$ cat config.mk
export PLATFORM = sky130hd
export DESIGN_NAME = countdown_audio_core
export DESIGN_NICKNAME = d
export VERILOG_FILES = /design/src/rtl/countdown_audio_core.sv
export SDC_FILE = /design/constraint.sdc
export NUM_CORES = 1
export LEC_CHECK = 0
export CAP_MARGIN = 20
export CELL_PAD_IN_SITES_DETAIL_PLACEMENT = 0
export CELL_PAD_IN_SITES_GLOBAL_PLACEMENT = 1
export CORE_AREA = 2 2 125 127
export DETAILED_ROUTE_END_ITERATION = 7
export DIE_AREA = 0 0 127 129
export HOLD_SLACK_MARGIN = 0.02
export PLACE_DENSITY = 0.65
export REMOVE_ABC_BUFFERS = 1
export SLEW_MARGIN = 20
export SYNTH_ARGS = -nofsm -noshare
export SYNTH_HDL_FRONTEND = slang
export SYNTH_SLANG_ARGS = --single-unit
$ cat constraint.sdc
create_clock -name clk -period 3.8 [get_ports clk]
set_input_delay 0.57 -clock clk [delete_from_list [all_inputs] [get_ports clk]]
set_output_delay 0.57 -clock clk [all_outputs]
set_load 0.05 [all_outputs]
$ cat src/rtl/countdown_audio_core.sv
// rtl/countdown_audio_core.sv - countdown timebase dividers, alarm beeper and melody player on one buzzer pin
//
// Purpose: two 50%-duty clock dividers (fast_clk, slow_clk) for the countdown logic,
// a fixed-pitch alarm tone and a 16-step background melody, muxed onto audio_out.
//
// Ports:
//   clk       in   system clock, rising edge
//   rst       in   synchronous active-high reset
//   beep_en   in   1 = alarm tone on audio_out (overrides the melody)
//   music_en  in   1 = melody plays; 0 = melody held at step 0, silent
//   fast_clk  out  square wave, period 2*FAST_DIV clk cycles
//   slow_clk  out  square wave, period 2*SLOW_DIV clk cycles
//   audio_out out  registered buzzer drive: beep_en ? beep_wave : music_wave
//
// Configuration macro: MUSIC_LOOP_EN
//   defined   - melody wraps from step 15 back to step 0 while music_en=1
//   undefined - melody plays once, then stays silent until music_en drops or rst

module countdown_audio_core #(
    parameter int CLK_HZ      = 100_000_000,
    parameter int FAST_DIV    = 500_000,
    parameter int SLOW_DIV    = 50_000_000,
    parameter int BEEP_HZ     = 1000,
    parameter int NOTE_CYCLES = 25_000_000
) (
    input  logic clk,
    input  logic rst,
    input  logic beep_en,
    input  logic music_en,
    output logic fast_clk,
    output logic slow_clk,
    output logic audio_out
);

    localparam int FW = $clog2(FAST_DIV + 1);
    localparam int SW = $clog2(SLOW_DIV + 1);
    localparam int NW = $clog2(NOTE_CYCLES + 1);

    localparam int BEEP_H = CLK_HZ / (2 * BEEP_HZ);
    localparam int BW     = $clog2(BEEP_H + 1);

    // E4 is the lowest note, so it has the longest half-period and sizes the tone counter.
    localparam int H_E4 = CLK_HZ / (2 * 330);
    localparam int TW   = $clog2(H_E4 + 1);

    localparam logic [FW-1:0] FAST_LAST = FW'(FAST_DIV - 1);
    localparam logic [SW-1:0] SLOW_LAST = SW'(SLOW_DIV - 1);
    localparam logic [NW-1:0] NOTE_LAST = NW'(NOTE_CYCLES - 1);
    localparam logic [BW-1:0] BEEP_LAST = BW'(BEEP_H - 1);

    localparam logic [TW-1:0] HALF_E4 = TW'(H_E4);
    localparam logic [TW-1:0] HALF_G4 = TW'(CLK_HZ / (2 * 392));
    localparam logic [TW-1:0] HALF_A4 = TW'(CLK_HZ / (2 * 440));
    localparam logic [TW-1:0] HALF_C5 = TW'(CLK_HZ / (2 * 523));
    localparam logic [TW-1:0] HALF_D5 = TW'(CLK_HZ / (2 * 587));
    localparam logic [TW-1:0] HALF_REST = '0;

    // Melody ROM: half-period per step, zero marks a rest.
    function automatic logic [TW-1:0] note_half(input logic [3:0] s);
        case (s)
            4'd0, 4'd1, 4'd8, 4'd9, 4'd11: note_half = HALF_G4;
            4'd2, 4'd6, 4'd12, 4'd13:      note_half = HALF_A4;
            4'd3, 4'd5, 4'd7:              note_half = HALF_C5;
            4'd4:                          note_half = HALF_D5;
            4'd10:                         note_half = HALF_E4;
            default:                       note_half = HALF_REST;
        endcase
    endfunction

    // ---------------- timebase dividers ----------------
    logic [FW-1:0] fast_cnt;
    logic [SW-1:0] slow_cnt;

    always_ff @(posedge clk) begin
        if (rst) begin
            fast_cnt <= '0;
            fast_clk <= 1'b0;
        end else if (fast_cnt == FAST_LAST) begin
            fast_cnt <= '0;
            fast_clk <= ~fast_clk;
        end else begin
            fast_cnt <= fast_cnt + 1'b1;
        end
    end

    always_ff @(posedge clk) begin
        if (rst) begin
            slow_cnt <= '0;
            slow_clk <= 1'b0;
        end else if (slow_cnt == SLOW_LAST) begin
            slow_cnt <= '0;
            slow_clk <= ~slow_clk;
        end else begin
            slow_cnt <= slow_cnt + 1'b1;
        end
    end

    // ---------------- alarm beeper ----------------
    logic [BW-1:0] beep_cnt;
    logic          beep_wave;

    always_ff @(posedge clk) begin
        if (rst || !beep_en) begin
            beep_cnt  <= '0;
            beep_wave <= 1'b0;
        end else if (beep_cnt == BEEP_LAST) begin
            beep_cnt  <= '0;
            beep_wave <= ~beep_wave;
        end else begin
            beep_cnt <= beep_cnt + 1'b1;
        end
    end

    // ---------------- melody player ----------------
    logic [3:0]    step;
    logic [NW-1:0] dur_cnt;
    logic [TW-1:0] tone_cnt;
    logic          music_wave;
    logic          done;
    logic [TW-1:0] cur_half;

    assign cur_half = note_half(step);

    always_ff @(posedge clk) begin
        if (rst || !music_en) begin
            step       <= '0;
            dur_cnt    <= '0;
            tone_cnt   <= '0;
            music_wave <= 1'b0;
            done       <= 1'b0;
        end else if (done) begin
            tone_cnt   <= '0;
            music_wave <= 1'b0;
        end else if (dur_cnt == NOTE_LAST) begin
            // Step boundary: the new note always starts from a low phase.
            dur_cnt    <= '0;
            tone_cnt   <= '0;
            music_wave <= 1'b0;
`ifdef MUSIC_LOOP_EN
            step <= step + 1'b1;
`else
            if (step == 4'd15) begin
                done <= 1'b1;
            end else begin
                step <= step + 1'b1;
            end
`endif
        end else begin
            dur_cnt <= dur_cnt + 1'b1;
            if (cur_half == HALF_REST) begin
                tone_cnt   <= '0;
                music_wave <= 1'b0;
            end else if (tone_cnt == cur_half - 1'b1) begin
                tone_cnt   <= '0;
                music_wave <= ~music_wave;
            end else begin
                tone_cnt <= tone_cnt + 1'b1;
            end
        end
    end

    // ---------------- output mux ----------------
    always_ff @(posedge clk) begin
        if (rst) begin
            audio_out <= 1'b0;
        end else begin
            audio_out <= beep_en ? beep_wave : music_wave;
        end
    end

endmodule

## Word level (Yosys, flattened, before mapping)

Memories as Yosys holds them, arrays and structs flattened. A register that Yosys moved wholly into a read port is not among the register bits.
Cells that the tools add are included.

| operators by class | value |
|---|---|
| add/subtract/negate cells | 7 |
| equality and inequality tests | 6 |
| muxes and demuxes | 7 |
| bitwise gates (word level) | 6 |
| reduce and logical (&&, ||, !) cells | 11 |

Operators with widths:

| cell | count |
|---|---|
| adder 26 x 1 -> 26 bit, second input constant | 1 |
| == test 26 bit, second input constant | 1 |
| adder 25 x 1 -> 25 bit, second input constant | 1 |
| == test 25 bit, second input constant | 1 |
| two-way mux 25 bit | 1 |
| adder 19 x 1 -> 19 bit, second input constant | 1 |
| == test 19 bit, second input constant | 1 |
| adder 18 x 1 -> 18 bit, second input constant | 1 |
| == test 18 bit | 1 |
| zero test 18 bit | 1 |
| subtractor 18 x 1 -> 18 bit, second input constant | 1 |
| adder 16 x 1 -> 16 bit, second input constant | 1 |
| == test 16 bit, second input constant | 1 |
| two-way mux 4 bit | 2 |
| inverter 1 bit | 6 |
| OR reduction 2 bit | 3 |
| OR reduction 5 bit | 1 |
| adder 4 x 1 -> 4 bit, second input constant | 1 |
| == test 4 bit, second input constant | 1 |
| two-way mux 1 bit | 4 |
| OR reduction 4 bit | 1 |
| AND reduction 3 bit | 1 |
| zero test 1 bit | 2 |
| logical OR 1 bit | 2 |

| storage, ports and cells | value |
|---|---|
| bits in registers | 114 |
| ROM bits | 288 |
| input bits | 4 |
| output and inout bits | 3 |
| word-level logic and storage cells | 50 |
| memories | 1 |

Memories:

| memory | depth | width | read ports | clocked after memory_dff | write ports | line | text |
|---|---|---|---|---|---|---|---|
| (name not given) | 16 | 18 | 1 | 1 | 0 | 60 | `case (s)` |

## Depth between registers and ports, before layout

Gate-level depths: netlist of run 1.

| depth | value |
|---|---|
| word-level depth | 5 |
| gate-level depth with buffers | 10 |
| mapped depth without buffers | 8 |

## Least setup slack after synthesis of run 1

No wires, ideal clock.

| path | value |
|---|---|
| path kind | reg-to-reg |
| start | reg, netlist name cur_half[14] |
| end | reg tone_cnt[11] |
| library setup time | 134 ps |
| data arrival time | 2683 ps |
| data required time | 3666 ps |
| setup slack | 982 ps |
| cell stages (with the launch flop) | 11 |
| buffers on the path | 2 |
| period minus slack after synthesis | 2818 ps |
| cell sequence | dfxtp_1 -> buf_6 -> inv_1 -> ha_1 -> nor4b_1 -> nand3b_1 -> xnor2_1 -> or4_4 -> nor4_4 -> buf_6 -> nor3_1 |

| between the ends | value |
|---|---|
| word-level cells in the longest chain between the ends | 3 |
| elaborated cells on any way between the ends | 4 |
| those cells by class | add/sub (1); eq/ne (1); reduce/logical (2) |

Ends and longest elaborated chain:

| item | line | text |
|---|---|---|
| subtractor 18 x 1 -> 18 bit | 153 | `end else if (tone_cnt == cur_half - 1'b1) begin` |
| == test 18 bit | 153 |  |
| OR reduction 5 bit (no line) * | -- |  |
| end signal: assignment | 157 | `tone_cnt <= tone_cnt + 1'b1;` |
| end: declaration | 117 | `logic [TW-1:0] tone_cnt;` |

Mark *: on every way between the ends. The rest lies on a longest branch, timed or not.
A chain may end at the register's enable or synchronous reset.

## Worst setup path after layout of run 1

| path | value |
|---|---|
| start | reg, netlist name cur_half[14] |
| end | reg tone_cnt[17] |

| between the ends | value |
|---|---|
| word-level cells in the longest chain between the ends | 3 |
| elaborated cells on any way between the ends | 4 |
| those cells by class | add/sub (1); eq/ne (1); reduce/logical (2) |

Ends and longest elaborated chain:

| item | line |
|---|---|
| subtractor 18 x 1 -> 18 bit | 153 |
| == test 18 bit | 153 |
| OR reduction 5 bit (no line) * | -- |

Marked as above.

==> results of run 1 <==
-- synthesized netlist by cell type, types with 4 or more instances --
cell type / number / area [µm²]
sky130_fd_sc_hd__nand2b_1: 6 / 37.5
sky130_fd_sc_hd__or4_1: 4 / 30.0
sky130_fd_sc_hd__nor4b_1: 4 / 35.0
sky130_fd_sc_hd__o21ai_0: 8 / 40.0
sky130_fd_sc_hd__o211ai_1: 5 / 37.5
sky130_fd_sc_hd__clkbuf_1: 13 / 48.8
sky130_fd_sc_hd__nor3b_1: 4 / 30.0
sky130_fd_sc_hd__inv_1: 21 / 78.8
sky130_fd_sc_hd__or3_1: 5 / 31.3
sky130_fd_sc_hd__xnor2_1: 55 / 482
sky130_fd_sc_hd__and3_1: 15 / 93.8
sky130_fd_sc_hd__and2_1: 6 / 37.5
sky130_fd_sc_hd__nor2b_1: 5 / 31.3
sky130_fd_sc_hd__xor2_1: 60 / 526
sky130_fd_sc_hd__nor4_1: 10 / 62.6
sky130_fd_sc_hd__dfxtp_1: 125 / 2500
sky130_fd_sc_hd__and4_1: 6 / 52.6
sky130_fd_sc_hd__a21oi_1: 14 / 70.1
sky130_fd_sc_hd__nand2_1: 44 / 165
sky130_fd_sc_hd__nor2_1: 123 / 462
sky130_fd_sc_hd__ha_1: 7 / 87.6
sky130_fd_sc_hd__nand3_1: 47 / 235
sky130_fd_sc_hd__nand3b_1: 5 / 37.5
sky130_fd_sc_hd__buf_6: 4 / 45.0
sky130_fd_sc_hd__nor3_1: 28 / 140
sky130_fd_sc_hd__nand4_1: 22 / 138
-- worst register-to-register path, stage by stage, from the launching register on --
cell and delay, ns:
sky130_fd_sc_hd__dfxtp_1 0.39, sky130_fd_sc_hd__inv_1 0.13, sky130_fd_sc_hd__ha_1 0.22, sky130_fd_sc_hd__nor4b_1 0.65
sky130_fd_sc_hd__nand3b_1 0.18, sky130_fd_sc_hd__xnor2_1 0.16, sky130_fd_sc_hd__or4_4 0.54, sky130_fd_sc_hd__nor4_4 0.25
sky130_fd_sc_hd__buf_4 0.26, sky130_fd_sc_hd__nor3_1 0.08
-- path summary, 6_finish.rpt --
| kind | start | to | slack, ns | depth (start not counted) |
|---|---|---|---|---|
| setup / recovery | cur_half[14]$_DFF_P_ | tone_cnt[17]$_SDFF_PP0_ | 0.78 | 9 |
| hold / removal | beep_cnt[0]$_SDFF_PP0_ | beep_cnt[0]$_SDFF_PP0_ | 0.46 | 1 |
| setup reg to reg | cur_half[14]$_DFF_P_ | tone_cnt[17]$_SDFF_PP0_ | 0.78 | 9 |
| hold reg to reg | beep_cnt[0]$_SDFF_PP0_ | beep_cnt[0]$_SDFF_PP0_ | 0.46 | 1 |
-- per-layer routing --
metal	GRT usage	wire length [µm]	up-vias
li1	-	-	2392
met1	0.201	5920	2128
met2	0.251	5410	43
met3	0.0520	293	20
met4	0.0724	223	0
met5	0	0	-
-- through the flow --
stage | setup slack [ns] | instances
2_1_floorplan | 0.873 | 672
3_3_place_gp | 0.921 | 869
3_5_place_dp | 0.817 | 869
4_1_cts | 0.804 | 900
5_1_grt | 0.504 | 900
6_report | 0.779 | 900
-- cells by family (layout without fill, tap and decap cells) --
| group | Yosys count | count (layout) |
|---|---|---|
| AOI/OAI and AO/OA | 46 | 46 |
| xor gates and xnor gates | 115 | 115 |
| adders and majority gates | 7 | 7 |
| buffers and inverters | 39 | 61 |
| DFF | 125 | 125 |
| muxes | 4 | 4 |
| and+or+nand+nor | 354 | 354 |
-- flip-flops by register name, indices dropped and copies added (netlist names) --
| signal | cells |
|---|---|
| slow_clk | 1 |
| audio_out | 1 |
| step | 4 |
| fast_cnt | 19 |
| slow_cnt | 26 |
| dur_cnt | 25 |
| tone_cnt | 18 |
| beep_wave | 1 |
| done | 1 |
| cur_half | 11 |
| beep_cnt | 16 |
| music_wave | 1 |
| fast_clk | 1 |
-- final cells by class --
class                           count  share of cell area
Clock inverter                      6              0.0122
Sequential cell                   125               0.371
Clock buffer                       25              0.0749
Inverter                           21              0.0117
Multi-Input combinational cell    526               0.484
Tap cell                          188              0.0348
Timing Repair Buffer                9              0.0122
-- power by group --
group | internal [mW] | total [mW] | switching (mW) | leakage [nW]
logic | 0.0146 | 0.0444 | 0.0298 | 1.00
clock network | 1.04 | 1.59 | 0.543 | 0.289
registers | 1.32 | 1.33 | 0.00915 | 1.01
==> impl_results.html, run 1 <==
<table>
<tr><th>Metric</th><th>Value</th></tr>
<tr><th colspan="2">Clock network</th></tr>
<tr><td>Maximum root-to-sink buffer count</td><td>2</td></tr>
<tr><td>Clk sink count</td><td>125</td></tr>
<tr><td>Number of gates given a new drive strength after cts</td><td>0</td></tr>
<tr><td>Root buffer selected by CTS</td><td>sky130_fd_sc_hd__clkbuf_16</td></tr>
<tr><td>Number of hold buffers added after cts</td><td>0</td></tr>
<tr><td>Setup bufs post-CTS</td><td>0</td></tr>
<tr><td>H-tree depth</td><td>4</td></tr>
<tr><td>CTS buffer count</td><td>17</td></tr>
<tr><td>TritonCTS clock tree</td><td>yes</td></tr>
<tr><td>Clock-pin slew on the worst setup and hold paths</td><td>0.05 ns</td></tr>
<tr><td>Clk_lat worst skew</td><td>0.41 ns</td></tr>
<tr><th colspan="2">Critical path</th></tr>
<tr><td>CP Launch Type</td><td>register</td></tr>
<tr><td>Cell-by-cell trace of the critical path</td><td>inv_1, ha_1, nor4b_1, nand3b_1, xnor2_1, or4_4, nor4_4, buf_4, nor3_1</td></tr>
<tr><td>Critical Path Max Stage Delay</td><td>0.65 ns</td></tr>
<tr><td>Largest driver fanout on the critical path</td><td>18</td></tr>
<tr><td>Worst Path Required</td><td>4.06 ns</td></tr>
<tr><td>Category of cells accounting for the largest share of critical-path delay</td><td>simple AND/OR/NAND/NOR gates</td></tr>
<tr><td>Category of the most critical setup path</td><td>reg -&gt; reg</td></tr>
<tr><td>Total buffers and inverters traversed by the critical path</td><td>2</td></tr>
<tr><td>Worst endpoint data arrival time</td><td>3.28 ns</td></tr>
<tr><td>Kind of capture point of the worst setup path</td><td>register</td></tr>
<tr><td>Library cell contributing the largest single delay on the critical path</td><td>sky130_fd_sc_hd__nor4b_1</td></tr>
<tr><th colspan="2">Place</th></tr>
<tr><td>I/O Buffers</td><td>6</td></tr>
<tr><td>Weighted congestion at the end of routability-driven global placement</td><td>0.896</td></tr>
<tr><td>Cell area after placement</td><td>0.00616 mm²</td></tr>
<tr><td>Post-detailed-placement half-perimeter wirelength</td><td>8.35 mm</td></tr>
<tr><th colspan="2">Die</th></tr>
<tr><td>Top-level port count</td><td>7</td></tr>
<tr><td>Width of the chip</td><td>127 µm</td></tr>
<tr><td>Std cell rows</td><td>45</td></tr>
<tr><td>Die span in y</td><td>129 µm</td></tr>
<tr><td>Die outline area</td><td>0.0164 mm²</td></tr>
<tr><td>Initial standard-cell utilization of the core</td><td>0.397</td></tr>
<tr><td>Core Area</td><td>0.0150 mm²</td></tr>
<tr><th colspan="2">STA</th></tr>
<tr><td>Number of slew-limit violations in the final report</td><td>0</td></tr>
<tr><td>Post-route fraction of the period consumed by the critical path</td><td>0.795</td></tr>
<tr><td>Setup TNS after final layout</td><td>0 ns</td></tr>
<tr><td>Period minus WS final</td><td>3.02 ns</td></tr>
<tr><td>Slew at the pin with the worst max-slew slack</td><td>0.860 ns</td></tr>
<tr><td>Post-Route Hold Slack</td><td>0.458 ns</td></tr>
<tr><td>Final hold violation count</td><td>0</td></tr>
<tr><td>Final Skew</td><td>0.00733 ns</td></tr>
<tr><td>Final setup viols</td><td>0</td></tr>
<tr><td>Setup repair after global routing missed its margin</td><td>no</td></tr>
<tr><td>Fmax achieved</td><td>331 MHz</td></tr>
<tr><td>Normalized max-slew margin</td><td>0.427</td></tr>
<tr><th colspan="2">Logic synthesis</th></tr>
<tr><td>Simple-Gate Fraction of Synth Area</td><td>0.307</td></tr>
<tr><td>Yosys warning total</td><td>0</td></tr>
<tr><td>Portion of netlist area occupied by mux cells</td><td>0.00695</td></tr>
<tr><td>Flip-flop and latch count after synthesis</td><td>125</td></tr>
<tr><td>Synth Area in Compound Gates</td><td>0.0511</td></tr>
<tr><td>Number of enable-type register cells in the synthesized netlist</td><td>0</td></tr>
<tr><td>Synth Instances</td><td>690</td></tr>
<tr><td>Largest family of logic cells by synthesized area</td><td>simple AND/OR/NAND/NOR gates</td></tr>
<tr><td>Avg Inst Size Synth</td><td>8.62 µm²</td></tr>
<tr><td>Synthesized cell area</td><td>0.00594 mm²</td></tr>
<tr><td>Most used flip-flop cell after synthesis</td><td>sky130_fd_sc_hd__dfxtp_1</td></tr>
<tr><td>Fraction of the yosys area taken by sequential cells</td><td>0.421</td></tr>
<tr><td>Share of synthesized cell area in full adder, half adder and majority cells</td><td>0.0147</td></tr>
<tr><td>Async SR Flop Fraction</td><td>0</td></tr>
<tr><td>Count of unique library cells instantiated by Yosys</td><td>52</td></tr>
<tr><td>XOR/XNOR Fraction of Synth Area</td><td>0.169</td></tr>
<tr><th colspan="2">Power and ir drop</th></tr>
<tr><td>Leak Pwr</td><td>2.30 nW</td></tr>
<tr><td>Total power density per cell area</td><td>439 mW/mm²</td></tr>
<tr><td>Max IR drop VDD</td><td>319 µV</td></tr>
<tr><td>Total power consumption of the routed design</td><td>2.96 mW</td></tr>
<tr><th colspan="2">Routing</th></tr>
<tr><td>First-pass iteration count of the detailed router</td><td>4</td></tr>
<tr><td>Number of DRC violations after detailed-routing iteration 0</td><td>233</td></tr>
<tr><td>Number of vias after detailed routing</td><td>4583</td></tr>
<tr><td>Number of vias per cell after detailed routing</td><td>5.09</td></tr>
<tr><td>Antenna viol nets, final</td><td>0</td></tr>
<tr><td>Drt wl/cell</td><td>13.2 µm</td></tr>
<tr><td>DRC violations left</td><td>0</td></tr>
<tr><td>Final wirelength</td><td>11.8 mm</td></tr>
<tr><th colspan="2">Run</th></tr>
<tr><td># Max-Cap Violations</td><td>0</td></tr>
<tr><th colspan="2">Finish</th></tr>
<tr><td>Synthesis-to-layout area growth</td><td>13.6%</td></tr>
<tr><td>Sequential cell area</td><td>0.00250 mm²</td></tr>
<tr><td>Number of diodes</td><td>0</td></tr>
<tr><td>Highest-count cells in the layout ignoring fill and taps</td><td>sky130_fd_sc_hd__dfxtp_1, sky130_fd_sc_hd__nor2_1, sky130_fd_sc_hd__xor2_1, sky130_fd_sc_hd__xnor2_1, sky130_fd_sc_hd__nand3_1</td></tr>
<tr><td>Area used by multi-input combinational logic</td><td>0.00326 mm²</td></tr>
<tr><td>Total Nets Final</td><td>711</td></tr>
<tr><td>Summed area of non-filler cells in the final layout</td><td>0.00675 mm²</td></tr>
<tr><td>Final core area utilization</td><td>0.451</td></tr>
<tr><td>Most common library cell in the layout ignoring fill and taps</td><td>sky130_fd_sc_hd__dfxtp_1</td></tr>
<tr><td>Share of final-layout standard cells stronger than drive strength 1</td><td>0.0604</td></tr>
<tr><td>Number of fillers in the final layout</td><td>1457</td></tr>
<tr><th colspan="2">Worst hold path</th></tr>
<tr><td>Worst min-delay path category</td><td>reg -&gt; reg</td></tr>
<tr><th colspan="2">GRT</th></tr>
<tr><td>Initial antenna violation count</td><td>0</td></tr>
<tr><td>Overall routing resource usage</td><td>0.160</td></tr>
<tr><td>Maximum number of pins on one net before global-route repair</td><td>27</td></tr>
<tr><td>Via count of the first global-routing pass</td><td>4509</td></tr>
<tr><td>Final global-route overflow total</td><td>0</td></tr>
<tr><td>First-pass GRT wire length</td><td>21.1 mm</td></tr>
<tr><th colspan="2">Outcome</th></tr>
<tr><td>Status</td><td>complete, no violations</td></tr>
</table>
(Power assumes the default switching activity.)
==> run 2, diff against run 1 <==
Settings changed: PLACE_DENSITY 0.65 to 0.68.
Clock period 3.8 ns to 2.6 ns, I/O delays scaled along.
==> impl_results.html, run 2 (synthesis gave the netlist of run 1 again) <==
<table>
<tr><th>Metric</th><th>Value</th></tr>
<tr><th colspan="2">STA</th></tr>
<tr><td>Number of slew-limit violations in the final report</td><td>0 (unchanged)</td></tr>
<tr><td>Final Skew</td><td>0.0121 ns (was 0.00733 ns)</td></tr>
<tr><td>Final hold violation count</td><td>0 (unchanged)</td></tr>
<tr><td>Period minus WS final</td><td>2.60 ns (was 3.02 ns)</td></tr>
<tr><td>Fmax achieved</td><td>385 MHz (was 331 MHz)</td></tr>
<tr><td>Final setup viols</td><td>0 (unchanged)</td></tr>
<tr><td>Setup repair after global routing missed its margin</td><td>yes (was no)</td></tr>
<tr><td>Setup TNS after final layout</td><td>0 ns (unchanged)</td></tr>
<tr><td>Slew at the pin with the worst max-slew slack</td><td>0.714 ns (was 0.860 ns)</td></tr>
<tr><td>Post-route fraction of the period consumed by the critical path</td><td>1.00 (was 0.795)</td></tr>
<tr><td>Normalized max-slew margin</td><td>0.520 (was 0.427)</td></tr>
<tr><th colspan="2">GRT</th></tr>
<tr><td>Maximum number of pins on one net before global-route repair</td><td>27 (unchanged)</td></tr>
<tr><td>First-pass GRT wire length</td><td>21.2 mm (was 21.1 mm)</td></tr>
<tr><td>Via count of the first global-routing pass</td><td>4573 (was 4509)</td></tr>
<tr><td>Final global-route overflow total</td><td>0 (unchanged)</td></tr>
<tr><td>Initial antenna violation count</td><td>0 (unchanged)</td></tr>
<tr><td>Overall routing resource usage</td><td>0.159 (was 0.160)</td></tr>
<tr><th colspan="2">Die</th></tr>
<tr><td>Initial standard-cell utilization of the core</td><td>0.397 (unchanged)</td></tr>
<tr><td>Die outline area</td><td>0.0164 mm² (unchanged)</td></tr>
<tr><td>Top-level port count</td><td>7 (unchanged)</td></tr>
<tr><td>Die span in y</td><td>129 µm (unchanged)</td></tr>
<tr><td>Width of the chip</td><td>127 µm (unchanged)</td></tr>
<tr><td>Core Area</td><td>0.0150 mm² (unchanged)</td></tr>
<tr><td>Std cell rows</td><td>45 (unchanged)</td></tr>
<tr><th colspan="2">Critical path</th></tr>
<tr><td>Worst Path Required</td><td>2.88 ns (was 4.06 ns)</td></tr>
<tr><td>Kind of capture point of the worst setup path</td><td>register (unchanged)</td></tr>
<tr><td>Register-to-register setup slack</td><td>0.0006 ns (was 0.78 ns)</td></tr>
<tr><td>Worst endpoint data arrival time</td><td>2.88 ns (was 3.28 ns)</td></tr>
<tr><td>Capture point of the critical path</td><td>tone_cnt[11]$_SDFF_PP0_ (was tone_cnt[17]$_SDFF_PP0_)</td></tr>
<tr><td>Category of the most critical setup path</td><td>reg -&gt; reg (unchanged)</td></tr>
<tr><td>Endpoint of the worst register-to-register path</td><td>tone_cnt[11]$_SDFF_PP0_ (was tone_cnt[17]$_SDFF_PP0_)</td></tr>
<tr><td>Largest driver fanout on the critical path</td><td>7 (was 18)</td></tr>
<tr><td>Launch point of the critical path</td><td>cur_half[14]$_DFF_P_ (unchanged)</td></tr>
<tr><td>Startpoint of the most critical register-to-register path</td><td>cur_half[14]$_DFF_P_ (unchanged)</td></tr>
<tr><td>Number of cells traversed by the worst register-to-register path</td><td>8 (was 9)</td></tr>
<tr><td>CP Launch Type</td><td>register (unchanged)</td></tr>
<tr><th colspan="2">Place</th></tr>
<tr><td>Post-Place Cells</td><td>891 (was 869)</td></tr>
<tr><td>I/O Buffers</td><td>6 (unchanged)</td></tr>
<tr><td>Weighted congestion at the end of routability-driven global placement</td><td>0.896 (unchanged)</td></tr>
<tr><td>Post-detailed-placement half-perimeter wirelength</td><td>8.54 mm (was 8.35 mm)</td></tr>
<tr><th colspan="2">Routing</th></tr>
<tr><td>Number of vias per cell after detailed routing</td><td>5.05 (was 5.09)</td></tr>
<tr><td>Number of vias after detailed routing</td><td>4664 (was 4583)</td></tr>
<tr><td>DRC violations left</td><td>0 (unchanged)</td></tr>
<tr><td>Final wirelength</td><td>12.0 mm (was 11.8 mm)</td></tr>
<tr><td>Drt wl/cell</td><td>13.1 µm (was 13.2 µm)</td></tr>
<tr><td>First-pass iteration count of the detailed router</td><td>4 (unchanged)</td></tr>
<tr><td>Antenna viol nets, final</td><td>0 (unchanged)</td></tr>
<tr><td>Number of DRC violations after detailed-routing iteration 0</td><td>253 (was 233)</td></tr>
<tr><th colspan="2">Finish</th></tr>
<tr><td>Number of fillers in the final layout</td><td>1413 (was 1457)</td></tr>
<tr><td>Total Nets Final</td><td>735 (was 711)</td></tr>
<tr><td>Synthesis-to-layout area growth</td><td>18.7% (was 13.6%)</td></tr>
<tr><td>Number of diodes</td><td>0 (unchanged)</td></tr>
<tr><td>Number of flip-flops under the largest register name</td><td>26 (unchanged)</td></tr>
<tr><td>Registers with the highest flip-flop counts</td><td>slow_cnt (26), dur_cnt (25), fast_cnt (19) (unchanged)</td></tr>
<tr><td>Share of final-layout standard cells stronger than drive strength 1</td><td>0.105 (was 0.0604)</td></tr>
<tr><td>Register with the most flip-flops</td><td>slow_cnt (unchanged)</td></tr>
<tr><td>Highest-count cells in the layout ignoring fill and taps</td><td>sky130_fd_sc_hd__nor2_1, sky130_fd_sc_hd__dfxtp_1, sky130_fd_sc_hd__xor2_1, sky130_fd_sc_hd__xnor2_1, sky130_fd_sc_hd__nand3_1 (was sky130_fd_sc_hd__dfxtp_1, sky130_fd_sc_hd__nor2_1, sky130_fd_sc_hd__xor2_1, sky130_fd_sc_hd__xnor2_1, sky130_fd_sc_hd__nand3_1)</td></tr>
<tr><td>Count of placed standard cells in the final layout, fillers left out</td><td>923 (was 900)</td></tr>
<tr><th colspan="2">Clock network</th></tr>
<tr><td>CTS buffer count</td><td>17 (unchanged)</td></tr>
<tr><td>H-tree depth</td><td>4 (unchanged)</td></tr>
<tr><td>Clock-pin slew on the worst setup and hold paths</td><td>0.06 ns (was 0.05 ns)</td></tr>
<tr><td>Clk_lat worst skew</td><td>0.41 ns (about the same)</td></tr>
<tr><td>TritonCTS clock tree</td><td>yes (unchanged)</td></tr>
<tr><td>Clk sink count</td><td>125 (unchanged)</td></tr>
<tr><td>Maximum root-to-sink buffer count</td><td>2 (unchanged)</td></tr>
<tr><td>Root buffer selected by CTS</td><td>sky130_fd_sc_hd__clkbuf_16 (unchanged)</td></tr>
<tr><th colspan="2">Power and ir drop</th></tr>
<tr><td>Total power consumption of the routed design</td><td>4.57 mW (was 2.96 mW)</td></tr>
<tr><td>Total power density per cell area</td><td>648 mW/mm² (was 439 mW/mm²)</td></tr>
<tr><td>Max IR drop VDD</td><td>490 µV (was 319 µV)</td></tr>
<tr><td>Leak Pwr</td><td>2.44 nW (was 2.30 nW)</td></tr>
<tr><th colspan="2">Worst hold path</th></tr>
<tr><td>Worst min-delay path category</td><td>reg -&gt; reg (unchanged)</td></tr>
<tr><th colspan="2">Run</th></tr>
<tr><td># Max-Cap Violations</td><td>0 (unchanged)</td></tr>
<tr><th colspan="2">Outcome</th></tr>
<tr><td>Status</td><td>complete, no violations (unchanged)</td></tr>
</table>
-- run 2: cell count changes in the layout (fill, tap and decap cells not counted), moves of 2 or more --
cell                        previous run  this run
sky130_fd_sc_hd__inv_1                21        19
sky130_fd_sc_hd__buf_4                 3        26
sky130_fd_sc_hd__clkbuf_8              5         3
sky130_fd_sc_hd__dfxtp_1             125       123
sky130_fd_sc_hd__bufinv_16             2         5
sky130_fd_sc_hd__dfxtp_2               0         2
sky130_fd_sc_hd__inv_2                 0         2
-- run 2: cell type report --
type                            instances  area [µm²]  area share
Clock buffer                           23         478      0.0677
Clock inverter                          7         160      0.0227
Inverter                               21        78.8      0.0112
Multi-Input combinational cell        526        3330       0.471
Sequential cell                       125        2500       0.355
Tap cell                              188         235      0.0333
Timing Repair Buffer                   33         275      0.0390
-- run 2: timing repair --
item / 4_1_cts / 5_1_grt
hold buffers: 0 / 0
endpoints found under the setup margin: 19 / 19
hold endpoints to repair: 0 / 0
resized for setup: 6 / 7
pin swaps: 4 / 5
buffers inserted: 0 / 2
-- run 2: per-stage QoR --
| stage | utilization | worst slack [ns] | instance area [µm²] | hold slack [ns] |
|---|---|---|---|---|
| CTS | 0.467 | 0.00956 | 6990 | 0.462 |
| global placement | 0.423 | -0.00174 | 6340 | 0.444 |
| floorplan | - | -0.327 | 5850 | 0.430 |
| finish | 0.471 | 0.000601 | 7060 | 0.459 |
| detailed placement | 0.423 | -0.0682 | 6340 | 0.449 |
| global route | 0.471 | -0.133 | 7060 | 0.479 |
-- run 2: how the worst min path moves through the flow --
stage               cells past startpoint  slack, ns              startpoint                     end
floorplan                               1       0.43  slow_cnt[0]$_SDFF_PP0_  slow_cnt[0]$_SDFF_PP0_
global placement                        1       0.44  beep_cnt[0]$_SDFF_PP0_  beep_cnt[0]$_SDFF_PP0_
detailed placement                      1       0.45  beep_cnt[0]$_SDFF_PP0_  beep_cnt[0]$_SDFF_PP0_
CTS                                     1       0.46  beep_cnt[0]$_SDFF_PP0_  beep_cnt[0]$_SDFF_PP0_
global route                            1       0.48  beep_cnt[0]$_SDFF_PP0_  beep_cnt[0]$_SDFF_PP0_
finish                                  1       0.46  beep_cnt[0]$_SDFF_PP0_  beep_cnt[0]$_SDFF_PP0_
-- run 2: worst max-delay path, cell delays in order (launching register included) --
cell and delay, ns:
sky130_fd_sc_hd__dfxtp_2 0.32, sky130_fd_sc_hd__buf_4 0.16, sky130_fd_sc_hd__or4b_2 0.72, sky130_fd_sc_hd__nor2_1 0.12, sky130_fd_sc_hd__o211ai_1 0.10, sky130_fd_sc_hd__or4_4 0.45
sky130_fd_sc_hd__nor4_4 0.36, sky130_fd_sc_hd__buf_4 0.19, sky130_fd_sc_hd__nor3_1 0.05
-- run 2: routing by layer --
| metal | GRT usage | share of wire | vias up |
|---|---|---|---|
| met5 | 0 | 0 | - |
| met4 | 0.0562 | 0.012 | 0 |
| met3 | 0.0486 | 0.028 | 12 |
| met2 | 0.267 | 0.47 | 40 |
| met1 | 0.195 | 0.49 | 2163 |
| li1 | - | - | 2449 |
-- run 2: report_power, final --
part	internal, mW	switching (mW)
logic	0.0244	0.0442
clock network	1.76	0.797
registers	1.93	0.0130
==> run 3, diff against run 2 <==
Settings changed: GPL_ROUTABILITY_DRIVEN set to 0.
==> results of run 3 <==
Same layout as run 2: the final DEF is identical, and so are final timing and power.
